$ cat config.mk
export PLATFORM = sky130hd
export DESIGN_NAME = ov5640_capture
export DESIGN_NICKNAME = d
export VERILOG_FILES = /design/src/rtl/ov5640_capture.sv
export SDC_FILE = /design/constraint.sdc
export NUM_CORES = 1
export LEC_CHECK = 0
export CORE_UTILIZATION = 42
export CTS_BUF_LIST = sky130_fd_sc_hd__clkbuf_8
export CTS_CLUSTER_DIAMETER = 30
export DETAILED_ROUTE_END_ITERATION = 6
export DONT_BUFFER_PORTS = 1
export PLACE_DENSITY_LB_ADDON = 0.15
export SLEW_MARGIN = 25
export SYNTH_ARGS = -nofsm -noshare
export SYNTH_HDL_FRONTEND = slang
export SYNTH_SLANG_ARGS = --single-unit
$ cat constraint.sdc
create_clock -name clk -period 3.3 [get_ports clk]
set_clock_uncertainty 0.1 [all_clocks]
set_input_delay 0.165 -clock clk [delete_from_list [all_inputs] [get_ports clk]]
set_output_delay 0.165 -clock clk [all_outputs]
set_load 0.01 [all_outputs]
$ cat src/rtl/ov5640_capture.sv
// OV5640 DVP capture: registers the sensor bus once, skips the first frames
// after configuration, assembles RGB565 pixels from byte pairs and tracks
// pixel coordinates plus sticky line/frame length errors.
module ov5640_capture #(
   parameter int FRAME_SKIP = 10,
   parameter int H_PIX      = 640,
   parameter int V_LINES    = 480
) (
   input  logic        clk,
   input  logic        rst,
   input  logic        cfg_done,
   input  logic        cam_vsync,
   input  logic        cam_href,
   input  logic [7:0]  cam_data,
   output logic [15:0] pix_data,
   output logic        pix_valid,
   output logic [10:0] pix_x,
   output logic [10:0] pix_y,
   output logic        frame_start,
   output logic        line_err,
   output logic        frame_err
);

   typedef enum logic [1:0] {IDLE, SKIP, ACTIVE} state_t;

   // FRAME_SKIP of 0 behaves like 1: leave SKIP on the first vsync edge.
   localparam logic [3:0]  SKIP_LAST = (FRAME_SKIP == 0) ? 4'd0 : 4'(FRAME_SKIP - 1);
   localparam logic [10:0] H_PIX_W   = 11'(H_PIX);
   localparam logic [10:0] V_LINES_W = 11'(V_LINES);
   localparam logic [10:0] IDX_MAX   = 11'h7FF;

   state_t      state_reg, state_next;
   logic        s1_vsync_reg, s1_href_reg;
   logic [7:0]  s1_data_reg;
   logic        vsync_d_reg, href_d_reg;
   logic [3:0]  skip_cnt_reg;
   logic        phase_reg;
   logic [7:0]  high_reg;
   logic [10:0] x_cnt_reg;
   logic [10:0] pix_x_reg, pix_y_reg;
   logic [15:0] pix_data_reg;
   logic        pix_valid_reg, frame_start_reg;
   logic        line_err_reg, frame_err_reg;

   logic        vsync_rise, href_fall, skip_done;
   logic        fs_event, pix_en, line_chk, frame_chk, clear_err;

   // Edges are taken on the registered copy against its own previous value.
   assign vsync_rise = s1_vsync_reg & ~vsync_d_reg;
   assign href_fall  = ~s1_href_reg & href_d_reg;
   assign skip_done  = (skip_cnt_reg == SKIP_LAST);

   // Input stage S1 plus one-cycle history for edge detection.
   always_ff @(posedge clk or posedge rst) begin
      if (rst) begin
         s1_vsync_reg <= 1'b0;
         s1_href_reg  <= 1'b0;
         s1_data_reg  <= 8'h00;
         vsync_d_reg  <= 1'b0;
         href_d_reg   <= 1'b0;
      end else begin
         s1_vsync_reg <= cam_vsync;
         s1_href_reg  <= cam_href;
         s1_data_reg  <= cam_data;
         vsync_d_reg  <= s1_vsync_reg;
         href_d_reg   <= s1_href_reg;
      end
   end

   // FSM state register.
   always_ff @(posedge clk or posedge rst) begin
      if (rst) state_reg <= IDLE;
      else     state_reg <= state_next;
   end

   // FSM next-state logic; losing cfg_done always falls back to IDLE.
   always_comb begin
      state_next = state_reg;
      if (!cfg_done) begin
         state_next = IDLE;
      end else begin
         case (state_reg)
            IDLE:    state_next = SKIP;
            SKIP:    if (vsync_rise && skip_done) state_next = ACTIVE;
            ACTIVE:  state_next = ACTIVE;
            default: state_next = IDLE;
         endcase
      end
   end

   // FSM output decode: which datapath actions are enabled this cycle.
   always_comb begin
      fs_event  = 1'b0;
      pix_en    = 1'b0;
      line_chk  = 1'b0;
      frame_chk = 1'b0;
      clear_err = 1'b0;
      case (state_reg)
         IDLE:   clear_err = cfg_done;
         SKIP:   fs_event  = cfg_done & vsync_rise & skip_done;
         ACTIVE: begin
            fs_event  = cfg_done & vsync_rise;
            pix_en    = cfg_done;
            line_chk  = cfg_done;
            frame_chk = cfg_done;
         end
         default: ;
      endcase
   end

   // Skipped-frame counter, only alive while in SKIP with configuration held.
   always_ff @(posedge clk or posedge rst) begin
      if (rst) begin
         skip_cnt_reg <= 4'd0;
      end else if (state_reg != SKIP || !cfg_done) begin
         skip_cnt_reg <= 4'd0;
      end else if (vsync_rise && !skip_done) begin
         skip_cnt_reg <= skip_cnt_reg + 4'd1;
      end
   end

   // Byte pairing, pixel output and coordinate tracking; a frame boundary
   // wins over line activity, and a coincident byte opens the new frame.
   always_ff @(posedge clk or posedge rst) begin
      if (rst) begin
         phase_reg       <= 1'b0;
         high_reg        <= 8'h00;
         x_cnt_reg       <= 11'd0;
         pix_x_reg       <= 11'd0;
         pix_y_reg       <= 11'd0;
         pix_data_reg    <= 16'h0000;
         pix_valid_reg   <= 1'b0;
         frame_start_reg <= 1'b0;
      end else begin
         pix_valid_reg   <= 1'b0;
         frame_start_reg <= fs_event;
         if (vsync_rise) begin
            phase_reg <= s1_href_reg;
            if (s1_href_reg) high_reg <= s1_data_reg;
            x_cnt_reg <= 11'd0;
            pix_x_reg <= 11'd0;
            pix_y_reg <= 11'd0;
         end else if (s1_href_reg) begin
            if (!phase_reg) begin
               high_reg  <= s1_data_reg;
               phase_reg <= 1'b1;
            end else begin
               phase_reg <= 1'b0;
               if (x_cnt_reg != IDX_MAX) x_cnt_reg <= x_cnt_reg + 11'd1;
               if (pix_en) begin
                  pix_valid_reg <= 1'b1;
                  pix_data_reg  <= {high_reg, s1_data_reg};
                  pix_x_reg     <= x_cnt_reg;
               end
            end
         end else begin
            // A pending odd byte is simply dropped here.
            phase_reg <= 1'b0;
            if (href_fall) begin
               x_cnt_reg <= 11'd0;
               pix_x_reg <= 11'd0;
               if (x_cnt_reg != 11'd0 && pix_y_reg != IDX_MAX)
                  pix_y_reg <= pix_y_reg + 11'd1;
            end
         end
      end
   end

   // Sticky length errors, cleared only when a new configuration is accepted.
   always_ff @(posedge clk or posedge rst) begin
      if (rst) begin
         line_err_reg  <= 1'b0;
         frame_err_reg <= 1'b0;
      end else if (clear_err) begin
         line_err_reg  <= 1'b0;
         frame_err_reg <= 1'b0;
      end else begin
         if (frame_chk && vsync_rise && pix_y_reg != V_LINES_W)
            frame_err_reg <= 1'b1;
         if (line_chk && !vsync_rise && href_fall &&
             (x_cnt_reg != H_PIX_W || phase_reg))
            line_err_reg <= 1'b1;
      end
   end

   assign pix_data    = pix_data_reg;
   assign pix_valid   = pix_valid_reg;
   assign pix_x       = pix_x_reg;
   assign pix_y       = pix_y_reg;
   assign frame_start = frame_start_reg;
   assign line_err    = line_err_reg;
   assign frame_err   = frame_err_reg;

endmodule

==> flow_metrics.py, run 1 <==
metrics = {
    "global_routing": {
        "grt_pass1_wl_mm": 11.9,
        "met3_usage_pct": 5.01,
        "grt_pass1_vias": 2416,
        "grt.overflow.total": 0,
        "busiest_layer": "met2",
        "use_met2_pct": 27.4,
        "grt_max_degree": 62,
        "grt_use_total_pct": 18.2,
        "grt_util_met1_pct": 24.3,
        "antenna_found_initial": 0,
    },
    "timing": {
        "finalCriticalPeriod_ns": 2.20,
        "rsz0062_at_grt": "no",
        "max_clock_freq_mhz": 454,
        "final_hold_viol_count": 0,
        "fin_setup_tns_ns": 0,
        "worstMarginPinSlew_ns": 0.615,
        "slew-limit-headroom_pct": 58.9,
        "finalSetupViolCount": 0,
        "drv_slew": 0,
        "period_share_pct": 66.7,
        "whs_ns": 0.151,
        "setup_slack_ns": 1.10,
    },
    "setup_path": {
        "cp_max_fo": 10,
        "crit_start": "x_cnt_reg[1]",
        "r2r_slack_ns": 1.10,
        "r2r_end": "pix_y[0]",
        "critPathKind": "reg -> reg",
        "critical_path.endpoint_type": "register",
        "crit_end": "pix_y[0]",
        "arrival_ns": 2.33,
        "critPathLaunchType": "register",
        "cp.required_ns": 3.43,
        "reg2reg_depth": 7,
        "reg2reg_from": "x_cnt_reg[1]",
    },
    "logic_synthesis": {
        "async_flop_share_pct": 100,
        "yosysSeqAreaShare_pct": 58.0,
        "synth_mux_area_share_pct": 2.61,
        "synth_edf_count": 0,
        "syn_nets": 343,
        "synth_top_family_by_area": "simple AND/OR/NAND/NOR gates",
        "ys_types": 46,
        "syn-instance-count": 321,
        "synth_seq_cells": 80,
        "syn_area_um2": 3450,
        "yosys.area_share.xor_xnor_pct": 4.32,
        "synth_area_per_cell_um2": 10.7,
        "synth_compound_area_share_pct": 8.31,
        "synthSimpleGateAreaFrac_pct": 20.5,
        "ys_warn_count": 0,
        "yosys.area_share.adder_pct": 3.26,
        "ys.flop_type": "dfrtp_1",
    },
    "power": {
        "irDropWorstVdd_uv": 288,
        "cellPowerDensity_nw_per_um2": 571,
        "p_leak_uw": 0.00178,
    },
    "placed_design": {
        "dpl.cell_count": 418,
        "place_ws_ns": 1.09,
        "port_buffers": 0,
        "routabilityCongestion": 0.785,
        "dp.final_hpwl_mm": 4.45,
    },
    "layout": {
        "post-route-util_pct": 49.5,
        "antenna-diode-count": 0,
        "drive_above_1_share_pct": 11.9,
        "nets": 361,
        "largest_reg_flops": 16,
        "syn2layout_area_growth_pct": 12.7,
        "layoutNonFillerInstCount": 446,
        "fillers": 725,
    },
    "floorplanning": {
        "die_h_um": 92.6,
        "core_area_um2": 7850,
        "die_x_um": 92.6,
        "die_area_um2": 8580,
        "io_pins": 55,
        "initial_utilization_pct": 44.0,
        "rows": 32,
    },
    "drt": {
        "firstDrtPassIters": 4,
        "first_iter_violations": 168,
        "drt-wirelength-per-cell_um": 15.5,
        "ant_nets": 0,
        "dr_total_vias": 2326,
        "avgViaCountPerCell": 5.22,
        "wl_mm": 6.91,
        "drc": 0,
    },
    "cts": {
        "htree_levels": 3,
        "cts_buffer_depth": 2,
        "clk_latency_ns": 0.36,
        "clock_sinks": 80,
        "cts_made_buffers": 9,
        "root_buffer": "clkbuf_8",
        "cts_tree": "done",
        "postCtsHoldBufs": 12,
        "post_cts_buffers": 0,
        "clk_pin_slew_ns": 0.09,
        "cts_resized": 0,
    },
    "status": {
        "status": "completed",
    },
    "worst_hold_path": {
        "holdCritPathClass": "in -> reg",
    },
    "run": {
        "drv_cap": 0,
    },
}
per-layer routing:
| metal | part of all wire (%) | wire (µm) |
|---|---|---|
| met2 | 45 | 3100 |
| met3 | 5.5 | 383 |
| met5 | 0 | 0 |
| met4 | 2.1 | 148 |
| met1 | 47 | 3280 |
per-stage QoR:
stage               area [µm²]  total power [µW]
floorplan                 3450              1390
global placement          3550              1460
detailed placement        3560              1460
CTS                       3890              2250
global route              3890              2350
finish                    3890              2220
cells in the final DEF, fill, tap and decap left out, types with 2 or more instances in the layout:
cell type	n
nand3_1	11
nor2_1	27
a22o_1	7
clkbuf_8	9
inv_1	10
buf_4	5
nor2b_1	2
mux2_2	8
xnor2_1	10
clkinv_4	2
a21oi_1	8
a31oi_1	3
inv_6	3
o21ai_0	10
o2111ai_1	3
nand2_1	73
and2_1	2
and4_1	2
and3_1	4
or2_2	2
xor2_1	7
nor3_1	5
nand4_1	4
nor4b_1	2
dlygate4sd3_1	12
ha_1	9
dfrtp_1	80
nor4_2	3
worst max-delay path, stage by stage, from the launching register on:
cell and delay (ns):
dfrtp_1 0.43, inv_1 0.10, ha_1 0.16, nor4b_1 0.39
a31o_1 0.50, or2_2 0.23, xnor2_1 0.12, nor2_1 0.06
synth_stat cells (2+ instances only):
master     number  area, µm²
and2_1          2       12.5
o2111ai_1       3       26.3
or2_2           2       12.5
xor2_1          7       61.3
and4_1          2       17.5
dfrtp_1        80       2000
nand3_1        11       55.1
buf_4           2       15.0
nor3_1          5       25.0
buf_6           2       22.5
o21ai_0        10       50.1
mux2_2          8       90.1
a31oi_1         3       18.8
and3_1          4       25.0
a21oi_1         8       40.0
a22o_1          7       61.3
inv_1          11       41.3
nor2_1         27        101
nand2_1        73        274
nor2b_1         2       12.5
ha_1            9        113
nand4_1         4       25.0
nor4b_1         2       17.5
clkbuf_1        4       15.0
nor4_2          3       37.5
xnor2_1        10       87.6
report_power, final:
group	switching, µW	internal (µW)
Clock	400	364
Sequential	108	1080
Combinational	161	109
cell families after synthesis:
group / after synthesis
AOI/OAI and AO/OA: 40
xor gates and xnor gates: 17
adders and majority gates: 9
buffers and inverters: 21
DFF: 80
muxes: 8
and+or+nand+nor: 146
cell type report:
cell class / count / area, µm² / area share, %
multi-input cells: 220 / 1350 / 34.6
flip-flops and latches: 80 / 2000 / 51.5
inverters: 11 / 46.3 / 1.19
clock buffers: 9 / 124 / 3.19
repair buffers: 17 / 158 / 4.06
clock inverters: 7 / 83.8 / 2.16
well taps: 102 / 128 / 3.28
worst min path at each step:
stage	startpoint	end	cells past startpoint
floorplan	cam_data[0]	s1_data_reg[0]	0
global placement	cam_data[1]	s1_data_reg[1]	0
detailed placement	rst	skip_cnt_reg[2]	1
CTS	cfg_done	frame_err	3
global route	cfg_done	frame_err	3
finish	cfg_done	frame_err	3
(Power assumes the default switching activity.)
==> run 2: changes to the inputs <==
Settings changed: ABC_AREA set to 1.
Clock period 3.3 ns to 2.1 ns, I/O delays scaled along.
==> flow_metrics.py, run 2 <==
metrics = {
    "setup_path": {
        "arrival_ns": 2.08,
        "critPathKind": "reg -> reg",
        "crit_top_cell": "nand2_1",
        "reg2reg_from": "pix_y[0]",
        "cp_max_fo": 10,
        "crit_end": "pix_y[7]",
        "cp.required_ns": 2.30,
        "r2r_slack_ns": 0.22,
        "critPathLaunchType": "register",
        "critical_path.endpoint_type": "register",
        "slowest_delay_ns": 0.55,
        "reg2reg_depth": 9,
        "r2r_end": "pix_y[7]",
        "crit_chain": "ha_1, nand2_1, nor2_4, nand3_1, nand2_1, nand2_2, nand2_4, nand2_1, nand2_1",
        "crit_start": "pix_y[0]",
        "slowest_stage": "dfrtp_1",
    },
    "floorplanning": {
        "core_area_um2": 8680,
        "die_x_um": 96.6,
        "die_area_um2": 9330,
        "rows": 34,
        "die_h_um": 96.6,
        "io_pins": 55,
        "initial_utilization_pct": 43.3,
    },
    "logic_synthesis": {
        "synth_top_cell_by_area": "dfrtp_1",
        "synth_compound_area_share_pct": 9.22,
        "syn-instance-count": 444,
        "yosys.area.top_type_share_pct": 53.3,
        "yosysMostFrequentCell": "nand2_1",
        "ys_types": 29,
        "syn_nets": 466,
        "yosys.area_share.xor_xnor_pct": 0.699,
        "synth_edf_count": 0,
        "ys_warn_count": 0,
        "synthSimpleGateAreaFrac_pct": 26.9,
        "synth_mux_area_share_pct": 0,
        "yosys.area_share.adder_pct": 3.00,
        "synth_area_per_cell_um2": 8.46,
        "synth_seq_cells": 80,
        "yosysSeqAreaShare_pct": 53.3,
        "synth_top_family_by_area": "simple AND/OR/NAND/NOR gates",
        "synth_area_leaders": "dfrtp_1 (53%), nand2_1 (12%), o21ai_0 (6.3%), inv_1 (5.0%), nand3_1 (3.9%)",
        "async_flop_share_pct": 100,
        "synth_common_cells": "nand2_1 (123), dfrtp_1 (80), inv_1 (50)",
        "ys.flop_type": "dfrtp_1",
        "syn_area_um2": 3760,
    },
    "cts": {
        "clock_sinks": 80,
        "postCtsHoldBufs": 12,
        "cts_tree": "done",
        "cts_resized": 0,
        "htree_levels": 3,
        "clk_pin_slew_ns": 0.09,
        "clk_latency_ns": 0.35,
        "cts_buffer_depth": 2,
        "post_cts_buffers": 0,
        "cts_made_buffers": 9,
        "root_buffer": "clkbuf_8",
    },
    "drt": {
        "dr_total_vias": 2849,
        "drc": 0,
        "firstDrtPassIters": 4,
        "ant_nets": 0,
        "avgViaCountPerCell": 4.94,
        "wl_mm": 7.89,
        "drt-wirelength-per-cell_um": 13.7,
        "first_iter_violations": 146,
    },
    "placed_design": {
        "dpl.cell_count": 549,
        "routabilityCongestion": 0.822,
        "dp.final_hpwl_mm": 5.60,
        "port_buffers": 0,
    },
    "worst_hold_path": {
        "holdCritPathClass": "in -> reg",
    },
    "layout": {
        "largest_reg_flops": 16,
        "layoutNonFillerInstCount": 577,
        "layout_common_cells": "nand2_1 (123), dfrtp_1 (80), inv_1 (49)",
        "nets": 486,
        "drive_above_1_share_pct": 11.1,
        "layout_commonest_cell": "nand2_1",
        "syn2layout_area_growth_pct": 12.3,
        "antenna-diode-count": 0,
    },
    "timing": {
        "worstMarginPinSlew_ns": 0.740,
        "finalCriticalPeriod_ns": 1.88,
        "rsz0062_at_grt": "no",
        "finalSetupViolCount": 0,
        "max_clock_freq_mhz": 531,
        "drv_slew": 0,
        "final_hold_viol_count": 0,
        "period_share_pct": 89.6,
        "slew-limit-headroom_pct": 50.6,
        "fin_setup_tns_ns": 0,
    },
    "power": {
        "irDropWorstVdd_uv": 436,
        "p_leak_uw": 0.00211,
        "totalPowerFinal_uw": 3700,
        "cellPowerDensity_nw_per_um2": 877,
    },
    "global_routing": {
        "antenna_found_initial": 0,
        "grt_max_degree": 36,
        "grt_use_total_pct": 18.5,
        "grt_pass1_wl_mm": 13.1,
        "grt_pass1_vias": 2730,
        "grt.overflow.total": 0,
    },
    "status": {
        "status": "completed",
    },
    "run": {
        "drv_cap": 0,
    },
}
## run 2: changes by cell type after synthesis, sizes merged, moves of 8 or more
cell	previous run	this run
mux2	8	0
inv	11	56
xnor2	10	1
o21ai	10	53
nor2	27	40
nand3	12	29
nand2	73	135
## run 2: final cells by class
cell class	instances	area (µm²)
clock buffers	9	124
clock inverters	7	67.6
fillers	845	4460
inverters	57	218
multi-input cells	298	1500
flip-flops and latches	80	2000
well taps	108	135
repair buffers	18	178
## run 2: worst min path at each step
stage	endpoint	depth (start not counted)	startpoint
2_1_floorplan	s1_data_reg[0]	0	cam_data[0]
3_5_place_dp	pix_data[15]	1	rst
5_1_grt	line_err	4	cfg_done
3_3_place_gp	pix_data[8]	1	rst
6_report	line_err	4	cfg_done
4_1_cts	line_err	4	cfg_done
## run 2: cell families after synthesis
logic type / after synthesis
AOI/OAI and AO/OA: 64
buffers and inverters: 66
DFF: 80
xor gates and xnor gates: 3
adders and majority gates: 9
and+or+nand+nor: 222
## run 2: per-layer routing
layer	share of wire (%)	track usage (%)
met5	0	0
met4	1.8	5.51
met3	5.4	5.24
met2	43	27.6
met1	49	26.1
## run 2: critical path: cells and delay by family, from the launching register on
| family | cells | cell delay, ns |
|---|---|---|
| simple gates | 8 | 0.96 |
| flops | 1 | 0.55 |
| fa+ha+maj | 1 | 0.23 |
## run 2: per-stage QoR
| stage | area [µm²] | hold slack (ns) | utilization [%] | worst slack (ns) |
|---|---|---|---|---|
| final | 4220 | 0.0205 | 48.6 | 0.218 |
| after global routing | 4220 | 0.0356 | 48.6 | 0.0195 |
| after CTS | 4220 | 0.00586 | 48.6 | 0.221 |
| after detailed placement | 3910 | 0.0365 | 45.0 | 0.246 |
| after global placement | 3910 | 0.0316 | 45.0 | 0.258 |
| after floorplan | 3760 | 0.0364 | - | 0.520 |
## run 2: power by group
part | switching, µW | internal [µW] | total [µW]
registers | 265 | 1760 | 2020
clock network | 653 | 467 | 1120
logic | 357 | 201 | 558
total | 1280 | 2420 | 3700
